<file path="src/rtl/twos_complement_restorer32_pkg.sv">
// Shared encodings for the multi-cycle two's-complement restorer:
// operation modes, FSM states and the one non-negatable operand value.
package twos_complement_restorer32_pkg;

  localparam logic [1:0] MODE_NEG     = 2'b00;
  localparam logic [1:0] MODE_ABS     = 2'b01;
  localparam logic [1:0] MODE_PASS    = 2'b10;
  localparam logic [1:0] MODE_RESTORE = 2'b11;

  localparam logic [31:0] INT_MIN = 32'h8000_0000;

  typedef enum logic [1:0] {
    IDLE = 2'b00,
    RUN  = 2'b01,
    DONE = 2'b10
  } state_e;

endpackage

</file>
<file path="src/rtl/twos_chunk_slice.sv">
// One CHUNK-wide step of the ripple: optional bitwise invert, then add the
// incoming carry.
module twos_chunk_slice #(
  parameter int W = 4
) (
  input  logic [W-1:0] a,
  input  logic         inv,
  input  logic         cin,
  output logic [W-1:0] s,
  output logic         cout
);

  // Invert-and-increment with the carry-out kept as the top bit
  always_comb begin
    {cout, s} = {1'b0, a ^ {W{inv}}} + {{W{1'b0}}, cin};
  end

endmodule

</file>
<file path="src/rtl/twos_complement_restorer32.sv">
// Multi-cycle 32-bit negate / abs / pass / restore unit. The carry ripples
// CHUNK bits per cycle, with valid/ready handshakes on both sides.
module twos_complement_restorer32
  import twos_complement_restorer32_pkg::*;
#(
  parameter int CHUNK = 4
) (
  input  logic        clock,
  input  logic        reset,
  input  logic        in_valid,
  output logic        in_ready,
  input  logic [31:0] x,
  input  logic [1:0]  mode,
  output logic        out_valid,
  input  logic        out_ready,
  output logic [31:0] result,
  output logic        overflow
);

  localparam int NCHUNK = 32 / CHUNK;
  localparam int CW     = (NCHUNK > 1) ? $clog2(NCHUNK) : 1;

  if (!(CHUNK == 1 || CHUNK == 2 || CHUNK == 4 || CHUNK == 8 ||
        CHUNK == 16 || CHUNK == 32)) begin : g_bad_chunk
    $error("twos_complement_restorer32: CHUNK must be 1, 2, 4, 8, 16 or 32");
  end

  state_e            state_q, state_d;
  logic [CW-1:0]     cnt_q, cnt_d;
  logic [31:0]       opnd_q, opnd_d;
  logic [31:0]       result_q, result_d;
  logic              carry_q, carry_d;
  logic              inv_q, inv_d;
  logic              ovf_q, ovf_d;
  logic              accept_s, last_s;
  logic [CHUNK-1:0]  slice_s;
  logic              cout_s;

  assign accept_s = in_valid && in_ready;
  assign last_s   = (cnt_q == CW'(NCHUNK - 1));

  // The operand register shifts right, so the active chunk is always at bit 0
  twos_chunk_slice #(.W(CHUNK)) u_slice (
    .a    (opnd_q[CHUNK-1:0]),
    .inv  (inv_q),
    .cin  (carry_q),
    .s    (slice_s),
    .cout (cout_s)
  );

  // FSM state register
  always_ff @(posedge clock) begin
    if (reset) begin
      state_q <= IDLE;
    end else begin
      state_q <= state_d;
    end
  end

  // FSM next-state logic
  always_comb begin
    state_d = state_q;
    case (state_q)
      IDLE:    if (accept_s)  state_d = RUN;  else state_d = IDLE;
      RUN:     if (last_s)    state_d = DONE; else state_d = RUN;
      DONE:    if (out_ready) state_d = IDLE; else state_d = DONE;
      default: state_d = IDLE;
    endcase
  end

  // FSM outputs
  always_comb begin
    in_ready  = (state_q == IDLE) && !reset;
    out_valid = (state_q == DONE);
  end

  // Datapath next-state: load on acceptance, one chunk per RUN cycle
  always_comb begin
    cnt_d    = cnt_q;
    opnd_d   = opnd_q;
    result_d = result_q;
    carry_d  = carry_q;
    inv_d    = inv_q;
    ovf_d    = ovf_q;
    if (accept_s) begin
      opnd_d   = x;
      result_d = 32'h0000_0000;
      cnt_d    = '0;
      ovf_d    = ((mode == MODE_NEG) || (mode == MODE_ABS)) && (x == INT_MIN);
      case (mode)
        MODE_NEG:     begin inv_d = 1'b1; carry_d = 1'b1;  end
        MODE_ABS:     begin inv_d = x[31]; carry_d = x[31]; end
        MODE_PASS:    begin inv_d = 1'b0; carry_d = 1'b0;  end
        MODE_RESTORE: begin inv_d = 1'b0; carry_d = 1'b1;  end
        default:      begin inv_d = 1'b0; carry_d = 1'b0;  end
      endcase
    end else if (state_q == RUN) begin
      // New chunk enters at the top; after NCHUNK steps chunk 0 sits at bit 0
      result_d = 32'({slice_s, result_q} >> CHUNK);
      opnd_d   = opnd_q >> CHUNK;
      carry_d  = cout_s;
      cnt_d    = cnt_q + CW'(1);
    end else begin
      cnt_d = cnt_q;
    end
  end

  // Datapath registers
  always_ff @(posedge clock) begin
    if (reset) begin
      cnt_q    <= '0;
      opnd_q   <= 32'h0000_0000;
      result_q <= 32'h0000_0000;
      carry_q  <= 1'b0;
      inv_q    <= 1'b0;
      ovf_q    <= 1'b0;
    end else begin
      cnt_q    <= cnt_d;
      opnd_q   <= opnd_d;
      result_q <= result_d;
      carry_q  <= carry_d;
      inv_q    <= inv_d;
      ovf_q    <= ovf_d;
    end
  end

  assign result   = result_q;
  assign overflow = ovf_q;

endmodule
</file>
<file path="config.mk">
export PLATFORM = sky130hd
export DESIGN_NAME = twos_complement_restorer32
export DESIGN_NICKNAME = d
export VERILOG_FILES = /design/src/rtl/twos_complement_restorer32_pkg.sv /design/src/rtl/twos_chunk_slice.sv /design/src/rtl/twos_complement_restorer32.sv
export SDC_FILE = /design/constraint.sdc
export NUM_CORES = 1
export LEC_CHECK = 0
export ABC_AREA = 1
export BUFFER_PORTS_ARGS = -buffer_cell sky130_fd_sc_hd__buf_2
export CAP_MARGIN = 25
export CELL_PAD_IN_SITES_DETAIL_PLACEMENT = 0
export CELL_PAD_IN_SITES_GLOBAL_PLACEMENT = 1
export CORE_ASPECT_RATIO = 0.6
export CORE_MARGIN = 2
export CORE_UTILIZATION = 34
export CTS_CLUSTER_DIAMETER = 30
export DETAILED_ROUTE_END_ITERATION = 10
export PLACE_DENSITY_LB_ADDON = 0.1
export REMOVE_ABC_BUFFERS = 1
export SLEW_MARGIN = 20
export SYNTH_ARGS = -nofsm -noshare
export SYNTH_HDL_FRONTEND = slang
export SYNTH_SLANG_ARGS = --single-unit
export TNS_END_PERCENT = 20
</file>
<file path="constraint.sdc">
create_clock -name clock -period 1.1 [get_ports clock]
set_input_delay 0.11 -clock clock [delete_from_list [all_inputs] [get_ports clock]]
set_output_delay 0.11 -clock clock [all_outputs]
set_load 0.01 [all_outputs]
</file>
# --- Word-level counts from Yosys, hierarchy flattened ---
# Index checks and enable logic that the tools add are counted.
word_totals:
  regBits: 72
  latchBits: 0
  mem_bits_rw: 0
  mem_bits_ro: 0
  inputBits: 38
  output_inout_bits: 35
  wordCells: 38
  memories: 0
classes:
  addsub: 2
  multipliers: 0
  div: 0
  n_lt_le_gt_ge: 0
  n_eq_ne: 7
  shift: 0
  mux: 10
  bitwise_logic: 1
  reduce_logical: 11
ops:
  columns: ["cell", "n"]
  rows:
  - ["32-bit two-way mux", 2]
  - ["32-bit == test (second input constant)", 1]
  - ["2-bit == test (second input constant)", 3]
  - ["1-bit case mux with 3 select lines", 2]
  - ["2-bit case mux with 3 select lines", 1]
  - ["2-bit OR reduction", 3]
  - ["4-bit by 1-bit adder with 5-bit output", 1]
  - ["2-bit by 1-bit == test with 1-bit output (second input constant)", 2]
  - ["2-bit logical NOT", 2]
  - ["2-bit two-way mux", 2]
  - ["4-bit XOR", 1]
  - ["3-bit by 1-bit adder with 3-bit output (second input constant)", 1]
  - ["3-bit == test (second input constant)", 1]
  - ["1-bit logical AND", 3]
  - ["1-bit two-way mux", 3]
  - ["2-bit nonzero test", 1]
  - ["1-bit logical NOT", 1]
  - ["1-bit logical OR", 1]

# --- Logic depth before layout (Yosys ltp) ---
# Gate-level depths: netlist of the first run.
depth:
  word_depth: 5
  depth_mapped: 9

# --- Cells and area by module ---
# Synthesis of the first run repeated with hierarchy kept, for this count alone.
unflattened:
  cells_unflattened: 527
  area_unflattened_um2: 3544.6
by_module_without_submodules:
  columns: ["mod", "instances", "cells_each", "area_each_um2", "seq_area_each_um2"]
  rows:
  - ["twos_complement_restorer32", 1, 500, 3357.0, 1441.4]
  - ["twos_chunk_slice", 1, 27, 187.7, 0.0]

# --- Worst setup path after synthesis of the first run ---
# OpenSTA, ideal clock, no wires.
synth_path:
  kind: "register -> register"
  start: "register inv_q"
  end: "register result_q[29], in the netlist result[29]"
  arrival_time_ns: 1.123
  required_ns: 0.991
  setup_slack_ns: -0.132
  path_stages_with_launch: 8
  path_buffers: 0
  synth_period_minus_slack_ns: 1.232
  path_cell_list: "dfxtp_1 xor2_1 ha_1 ha_1 nand2_1 o21ai_0 nand2_1 inv_1"
synth_via:
  elab_chain_cells: 2
synth_rtl:
  columns: ["element", "line", "source"]
  rows:
  - ["start: declaration", "twos_complement_restorer32.sv:33", "logic inv_q, inv_d;"]
  - ["start signal: assignment", "twos_complement_restorer32.sv:122", "inv_q <= inv_d;"]
  - ["4-bit XOR", "twos_chunk_slice.sv:15", "{cout, s} = {1'b0, a ^ {W{inv}}} + {{W{1'b0}}, cin};"]
  - ["4-bit by 1-bit adder with 5-bit output", "twos_chunk_slice.sv:15", null]
  - ["via slice_s[1]", "twos_complement_restorer32.sv:36", "logic [CHUNK-1:0] slice_s;"]
  - ["end signal: assignment", "twos_complement_restorer32.sv:120", "result_q <= result_d;"]
  - ["end: declaration", "twos_complement_restorer32.sv:31", "logic [31:0] result_q, result_d;"]
# The timed path passes the listed nets, and every way through them passes these cells.
# A chain may end at the register's enable or synchronous reset.

# --- Worst setup path in the final report of the first run ---
layout_path:
  start: "register state_q[0]"
  end: "output in_ready"
layout_via:
  elab_chain_cells: 2
layout_rtl:
  columns: ["element", "line", "source"]
  rows:
  - ["start: declaration", "twos_complement_restorer32.sv:28", "state_e state_q, state_d;"]
  - ["start signal: assignment", "twos_complement_restorer32.sv:56", "state_q <= state_d;"]
  - ["2-bit logical NOT", "twos_complement_restorer32.sv:73", "in_ready = (state_q == IDLE) && !reset;"]
  - ["1-bit logical AND", "twos_complement_restorer32.sv:73", null]
  - ["end: declaration", "twos_complement_restorer32.sv:11", "output logic in_ready,"]
# No other way between the ends.

==> results of run 1 <==
==> through the flow <==
stage          instances  setup slack (ps)  util (%)
2_1_floorplan        521              -838         -
3_3_place_gp         765              -155      42.8
3_5_place_dp         765              -248      42.8
4_1_cts              789              -183      47.6
5_1_grt              792              -230      50.2
6_report             792              -182      50.2
==> timing repair <==
action / in CTS / in global routing
pin swaps: 12 / 34
gates resized for setup: 30 / 67
setup buffers: 6 / 2
gates cloned: 2 / 1
hold buffers: 0 / 0
setup endpoints to repair: 74 / 74
==> cell type report <==
class | instances | area, µm²
flip-flops and latches | 72 | 1450
clock inverters | 6 | 43.8
repair buffers | 120 | 945
well taps | 135 | 169
multi-input cells | 342 | 1710
inverters | 107 | 409
clock buffers | 10 | 239
fillers | 1025 | 4940
==> synth_stat cells, drive strengths merged <==
master,n
nand2,141
inv,107
nor2,100
dfxtp,72
o21ai,41
nand3,22
a21oi,20
buf,19
ha,6
clkbuf,5
xor2,3
nand4,2
o211ai,2
a31oi,1
and2,1
nor3,1
o211a,1
or2,1
==> power groups by stage <==
stage	logic (µW)	clock network [µW]	registers, µW
floorplan	366	0	2800
global placement	806	0	2800
detailed placement	810	0	2800
CTS	921	2830	2740
global route	1120	2930	2760
finish	1020	2750	2750
==> worst paths after layout <==
check,start,to,cells after the start
worst max-delay path,state_q[0]$_SDFF_PP0_,in_ready,4
worst min-delay path,out_ready,state_q[1]$_SDFF_PP0_,4
worst max register to register,opnd_q[0]$_SDFFE_PP0P_,result[30]$_SDFFE_PP0N_,5
worst min register to register,overflow$_SDFFE_PP0N_,overflow$_SDFFE_PP0N_,2
==> per-layer routing <==
| layer | vias up | routed length [µm] | global-route usage, % |
|---|---|---|---|
| li1 | 1834 | - | - |
| met3 | 2 | 396 | 5.01 |
| met1 | 1560 | 5180 | 25.4 |
| met2 | 59 | 4030 | 27.3 |
| met5 | - | 0 | 0 |
| met4 | 0 | 34 | 5.26 |
==> flip-flops by register name, summed over array words and instances (netlist names) <==
| register | flops |
|---|---|
| result | 32 |
| opnd_q | 32 |
| cnt_q | 3 |
| carry_q | 1 |
| overflow | 1 |
| state_q | 2 |
| inv_q | 1 |
==> logic make-up (layout without fill, tap and decap cells) <==
group	Yosys count	after routing	synth area share, %
buf+inv	131	243	15.3
flops	72	72	41.5
compound gates	65	65	9.69
simple gates	268	268	30.6
fa+ha+maj	6	6	2.16
xor+xnor	3	3	0.756
==> tightest hold or removal path: stages <==
cell and delay, ps:
buf_2 70, inv_1 30, nand2_1 60, a21oi_1 60
==> results.md, run 1 <==
* Max-cap violation count at 0
* Slew HR at roughly 82%
* Vias at 3,455
* Share of the synthesized area in the top cell type at 41.5%
* Net count, final at 696
* Worst hold slack at 36.8 ps
* Area Overhead vs Synth at 43.1%
* Detailed Place HPWL at roughly 6700 µm
* Core Area at 0.00991 mm²
* Yosys reg bits at between 70 and 80
* Highest clock rate at 780 MHz
* Most frequent cells in the layout: nand2_1, inv_1, nor2_1
* First-pass GRT wire length at 15,400 µm
* Final setup TNS at -5690 ps
* Crit path buf inv count at 3
* Routed Antenna Nets at 0
* Final Instance Area at 0.00497 mm²
* Vias in the first global route at ~3,200
* WL/cell at 12.2 µm
* H-tree lvl count at 3
* Synth area leaders: dfxtp_1, nand2_1, inv_1
* Commonest non-fill, non-tap cell in the layout: nand2_1
* Detailed Route Iter0 Violations at 174
* Most common cell on crit path: buf_6
* Unrepaired setup endpoints after global routing: true
* CP startpoint kind: flip-flop
* Delay of the slowest cell on the worst path at between 300 and 400 ps
* Status: complete, but fails checks
* Die Ht at about 82 µm
* Sink Count at between 70 and 80
* Crit Path Class: flip-flop to output pin
* Vias/cell at 4.36
* Clock slew at reported path FFs at ~60 ps
* Area leader, netlist: dfxtp_1
* Synth Instances at 545
* # DRC at 0
* Int Pwr at around 4800 µW
* Initial core utilization at 35.0%
* Post-Syn Area at ~0.0035 mm²
* Gr usage total at 18.1%
* Net Sw Frac at 27.0%
* Pwr dens at 1310 mW/mm²
* Psw at 1760 µW
* Grt total ovfl at 0
* CTS tree: yes
* CTS buffer count at 9
* Sequential area share after synthesis at between 40 and 50%
* Total power at between 6000 and 7000 µW
* Final period util at 117%
* Worst slew pin tran at 268 ps
* Area post-placement at 0.00425 mm²
* GP Congestion at 0.793
* CP top delay family: buffers and inverters
* Worst-Skew Late Latency at 340 ps
* Mapped Avg Cell Area at 6.38 µm²
* CP max FO at 4
* FF-to-FF setup slack at -170 ps
* IO Port Bufs at approximately 70
* Hold Vio Cnt, Final at 0
* ANT cells at 0
* Largest net degree at the start of global routing at 26
* Share of post-route cells with drive strength above 1 at between 20% and 30%
* Peak supply drop at 0.000729 V
* Drt pass-1 iters at 4
* Final WS setup at -182 ps
* CP Capture Type: output pin
* Min Clock Period, post-route at 1280 ps
* Total die area at 0.0111 mm²
* Cell variety after synth at 24
* Endpoints failing setup at 74
* Critical path's slowest cell: dfxtp_2
* IO Pins at 73
* Root buffer cell: clkbuf_16
* Seq pwr share at between 40% and 50%
* Leak at ~0.0026 µW
* Setup Skew at 4.88 ps
* Row cnt at 28
* Failing checks: negative setup slack
* Die Span X at 135 µm
* Crit-path cells: buf_6, nor3_2, buf_4, buf_6
* Arr. time, crit path at about 1200 ps
* Slew Limit Fails at 0
* Clock Power Share at 42.2%
* Clk buf depth at 2
* Worst hold path class: primary input to flip-flop
* Initial antenna violation count at 0
* Power share of the combinational group at 15.6%
* Worst EP required at between 900 and 1000 ps
* Synth Warn # at 0
* Routed WL at 9640 µm
Power figures use the tool's default switching activity.
==> run 2, diff against run 1 <==
ABC_AREA = unset   (was 1)
CORE_UTILIZATION = 35   (was 34)
==> run 2 against run 1 <==
Net effect:
- the run still ends with negative setup slack left
- critical path depth rose by 3
- worst setup slack got worse by 100 ps
- via count fell by 15%
- cell count fell by 24%
- critical path type is now flip-flop to flip-flop
- largest cell class unchanged
- highest routed layer unchanged
==> results.md, run 2 <==
* Core Area at 0.00849 mm² (-14%)
* Ys async rst share at 0% (unchanged)
* Worst-Skew Late Latency at 330 ps (about the same)
* Post-Place Worst Slack at -385 ps (-137 ps)
* Yosys reg bits at 72 (unchanged)
* # DRC at 0 (unchanged)
* Detailed Route Iter0 Violations at 126 (-28%)
* Clock slew at reported path FFs at 60 ps (about the same)
* Post-Syn Area at 0.00305 mm² (-12%)
* Most common cell on crit path: ha_4
* Share of post-route cells with drive strength above 1 at 41.2% (+12 points)
* Slew Limit Fails at 0 (unchanged)
* IO Pins at 73 (unchanged)
* Synth Warn # at 0 (unchanged)
* Psw at 1620 µW (-7.6%)
* EDFF count, synth at 0 (unchanged)
* Vias in the first global route at 2,807 (-13%)
* Seq pwr share at 41.5% (-0.7 points)
* Drt pass-1 iters at 4 (unchanged)
* Share of the synthesized area in the top cell type at 47.2% (+5.7 points)
* Clk buf depth at 2 (unchanged)
* Initial core utilization at 36.0% (+0.91 points)
* CP max FO at 3 (-1)
* Final WS setup at -282 ps (-99.6 ps)
* Initial antenna violation count at 0 (unchanged)
* Vias/cell at 4.92 (+13%)
* Prevailing post-synth register cell: dfxtp_1
* Clock Power Share at 43.1% (+0.9 points)
* Area leader, netlist: dfxtp_1
* Die Span X at 125 µm (-7.4%)
* Worst slew pin tran at 379 ps (+111 ps)
* Unrepaired setup endpoints after global routing: true
* CP top delay family: XOR/XNOR gates
* CP startpoint kind: flip-flop
* IO Port Bufs at 72 (unchanged)
* XOR/XNOR share of the synthesized area at 1.72% (+0.97 points)
* Max-cap violation count at 0 (unchanged)
* CTS tree: yes
* Root buffer cell: clkbuf_16
* Slew HR at 74.5% (-7.6 points)
* ANT cells at 0 (unchanged)
* Setup Skew at 4.67 ps (-0.205 ps)
* Detailed Place HPWL at 5680 µm (-15%)
* Total die area at 0.00951 mm² (-14%)
* Post-synthesis compound-gate area fraction at 19.5% (+9.9 points)
* Arr. time, crit path at 1650 ps (+480 ps)
* Endpoints failing setup at 74 (unchanged)
* Grt total ovfl at 0 (unchanged)
* Row cnt at 26 (-7.1%)
* Largest net degree at the start of global routing at 34 (+31%)
* Hold Vio Cnt, Final at 0 (unchanged)
* Net Sw Frac at 24.5% (-2.5 points)
* Post-Synth Simple-Gate Area at 22.4% (-8.3 points)
* Failing checks: negative setup slack
* Final period util at 126% (+9.1 points)
* Area Overhead vs Synth at 50.1%
* CP Capture Type: flip-flop
* Post-synth top cells: nand2_1, a21oi_1, dfxtp_1
* Net count, final at 528 (-24%)
* Worst hold path class: primary input to flip-flop
* Combinational family with the most area after synthesis: simple AND/OR/NAND/NOR gates
* Worst EP required at 1360 ps (+370 ps)
* Int Pwr at 5000 µW (+5.1%)
* Critical path's slowest cell: dfxtp_2
* Min Clock Period, post-route at 1380 ps (+99.6 ps)
* Final setup TNS at -10,510 ps (-4820 ps)
* Crit path buf inv count at 0 (-3)
* Leak at 0.00178 µW (-31%)
* Gr usage total at 19.1% (+1.0 points)
* Synth Instances at 375 (-31%)
* Routed Antenna Nets at 0 (unchanged)
* Commonest non-fill, non-tap cell in the layout: nand2_1
* GP Congestion at 0.757 (-4.6%)
* Mapped Avg Cell Area at 8.14 µm² (+28%)
* Post-synthesis mux area share at 0% (unchanged)
* Top-count cell post-synth: nand2_1
* CTS buffer count at 9 (unchanged)
* Synth area leaders: dfxtp_1, nand2_1, a21oi_1
* Pwr dens at 1450 mW/mm² (+10%)
* Cell variety after synth at 33 (+38%)
* H-tree lvl count at 3 (unchanged)
* Delay of the slowest cell on the worst path at 330 ps (about the same)
* Adder-cell area share of the yosys netlist at 2.46% (+0.30 points)
* Die Ht at 76.3 µm (-7.2%)
* WL/cell at 14.8 µm (+21%)
* Highest clock rate at 724 MHz (-7.2%)
* Crit-path cells: xor2_2, ha_4, ha_4, xnor2_2, xnor2_1, nand2_1, a21oi_2
* Crit Path Class: flip-flop to flip-flop
* Sink Count at 72 (unchanged)
* Status: complete, but fails checks
* Routed WL at 8870 µm (-8.0%)
* Vias at 2,951 (-15%)
* First-pass GRT wire length at 14,400 µm (-6.1%)
* Sequential area share after synthesis at 47.2% (+5.7 points)
* Most frequent cells in the layout: nand2_1, buf_2, dfxtp_1
* Peak supply drop at 0.000844 V (+16%)
* Power share of the combinational group at 15.4% (-0.2 points)
## run 2: cell types whose count changed after synthesis, sizes merged, moves of 19 or more
| cell | delta |
|---|---|
| inv | -103 |
| a21oi | +59 |
| a22oi | +19 |
| nand2 | -30 |
| nor2 | -80 |
| o21ai | -40 |
## run 2: worst paths after layout
check	start	endpoint	slack [ps]	cells past startpoint
worst min register to register	result[1]$_SDFFE_PP0N_	result[1]$_SDFFE_PP0N_	450	2
worst max register to register	opnd_q[0]$_SDFFE_PP0P_	result[30]$_SDFFE_PP0N_	-280	7
worst max-delay path	opnd_q[0]$_SDFFE_PP0P_	result[30]$_SDFFE_PP0N_	-280	7
worst min-delay path	x[2]	opnd_q[2]$_SDFFE_PP0P_	30	3
## run 2: layer usage
| layer | GRT usage, % | vias to the layer above | wire length, µm |
|---|---|---|---|
| li1 | - | 1501 | - |
| met1 | 28.3 | 1388 | 4780 |
| met2 | 26.9 | 60 | 3660 |
| met3 | 5.83 | 2 | 407 |
| met4 | 4.72 | 0 | 21 |
| met5 | 0 | - | 0 |
## run 2: stage by stage
step	hold WS (ps)	cells	power, µW	utilization, %	cell area (µm²)
after floorplan	179	349	3120	-	2860
after global placement	364	571	3550	44.0	3740
after detailed placement	370	571	3550	44.0	3740
after CTS	17.9	596	6630	51.8	4400
after global routing	35.7	600	6930	54.0	4580
final	31.1	600	6630	54.0	4580
## run 2: area by class of cell
class / instances / area, µm²
Clock buffer: 12 / 246
Clock inverter: 3 / 42.5
Fill cell: 820 / 3910
Inverter: 4 / 15.0
Multi-Input combinational cell: 273 / 1660
Sequential cell: 72 / 1450
Tap cell: 112 / 140
Timing Repair Buffer: 124 / 1030
## run 2: worst min-delay path, cell delays in order
cell and delay (ps):
buf_2 90, a21oi_1 50, nor2_1 70
## run 2: power groups by stage
stage | sequential, µW | combinational [µW] | clock (µW)
floorplan | 2790 | 325 | 0
global placement | 2800 | 752 | 0
detailed placement | 2800 | 754 | 0
CTS | 2750 | 949 | 2940
global route | 2760 | 1100 | 3070
finish | 2750 | 1020 | 2860
## run 2: cells by family (layout without fill, tap and decap cells)
family,after synthesis,after routing
xor+xnor,6,6
simple gates,156,156
fa+ha+maj,6,6
compound gates,105,105
flops,72,72
buf+inv,30,143
## run 2: what timing repair did
| item | 4_1_cts | 5_1_grt |
|---|---|---|
| buffers inserted | 6 | 4 |
| hold buffers | 0 | 0 |
| gates resized for setup | 55 | 31 |
| setup endpoints to repair | 74 | 74 |
| pin swaps | 26 | 11 |
| gates cloned | 4 | 1 |
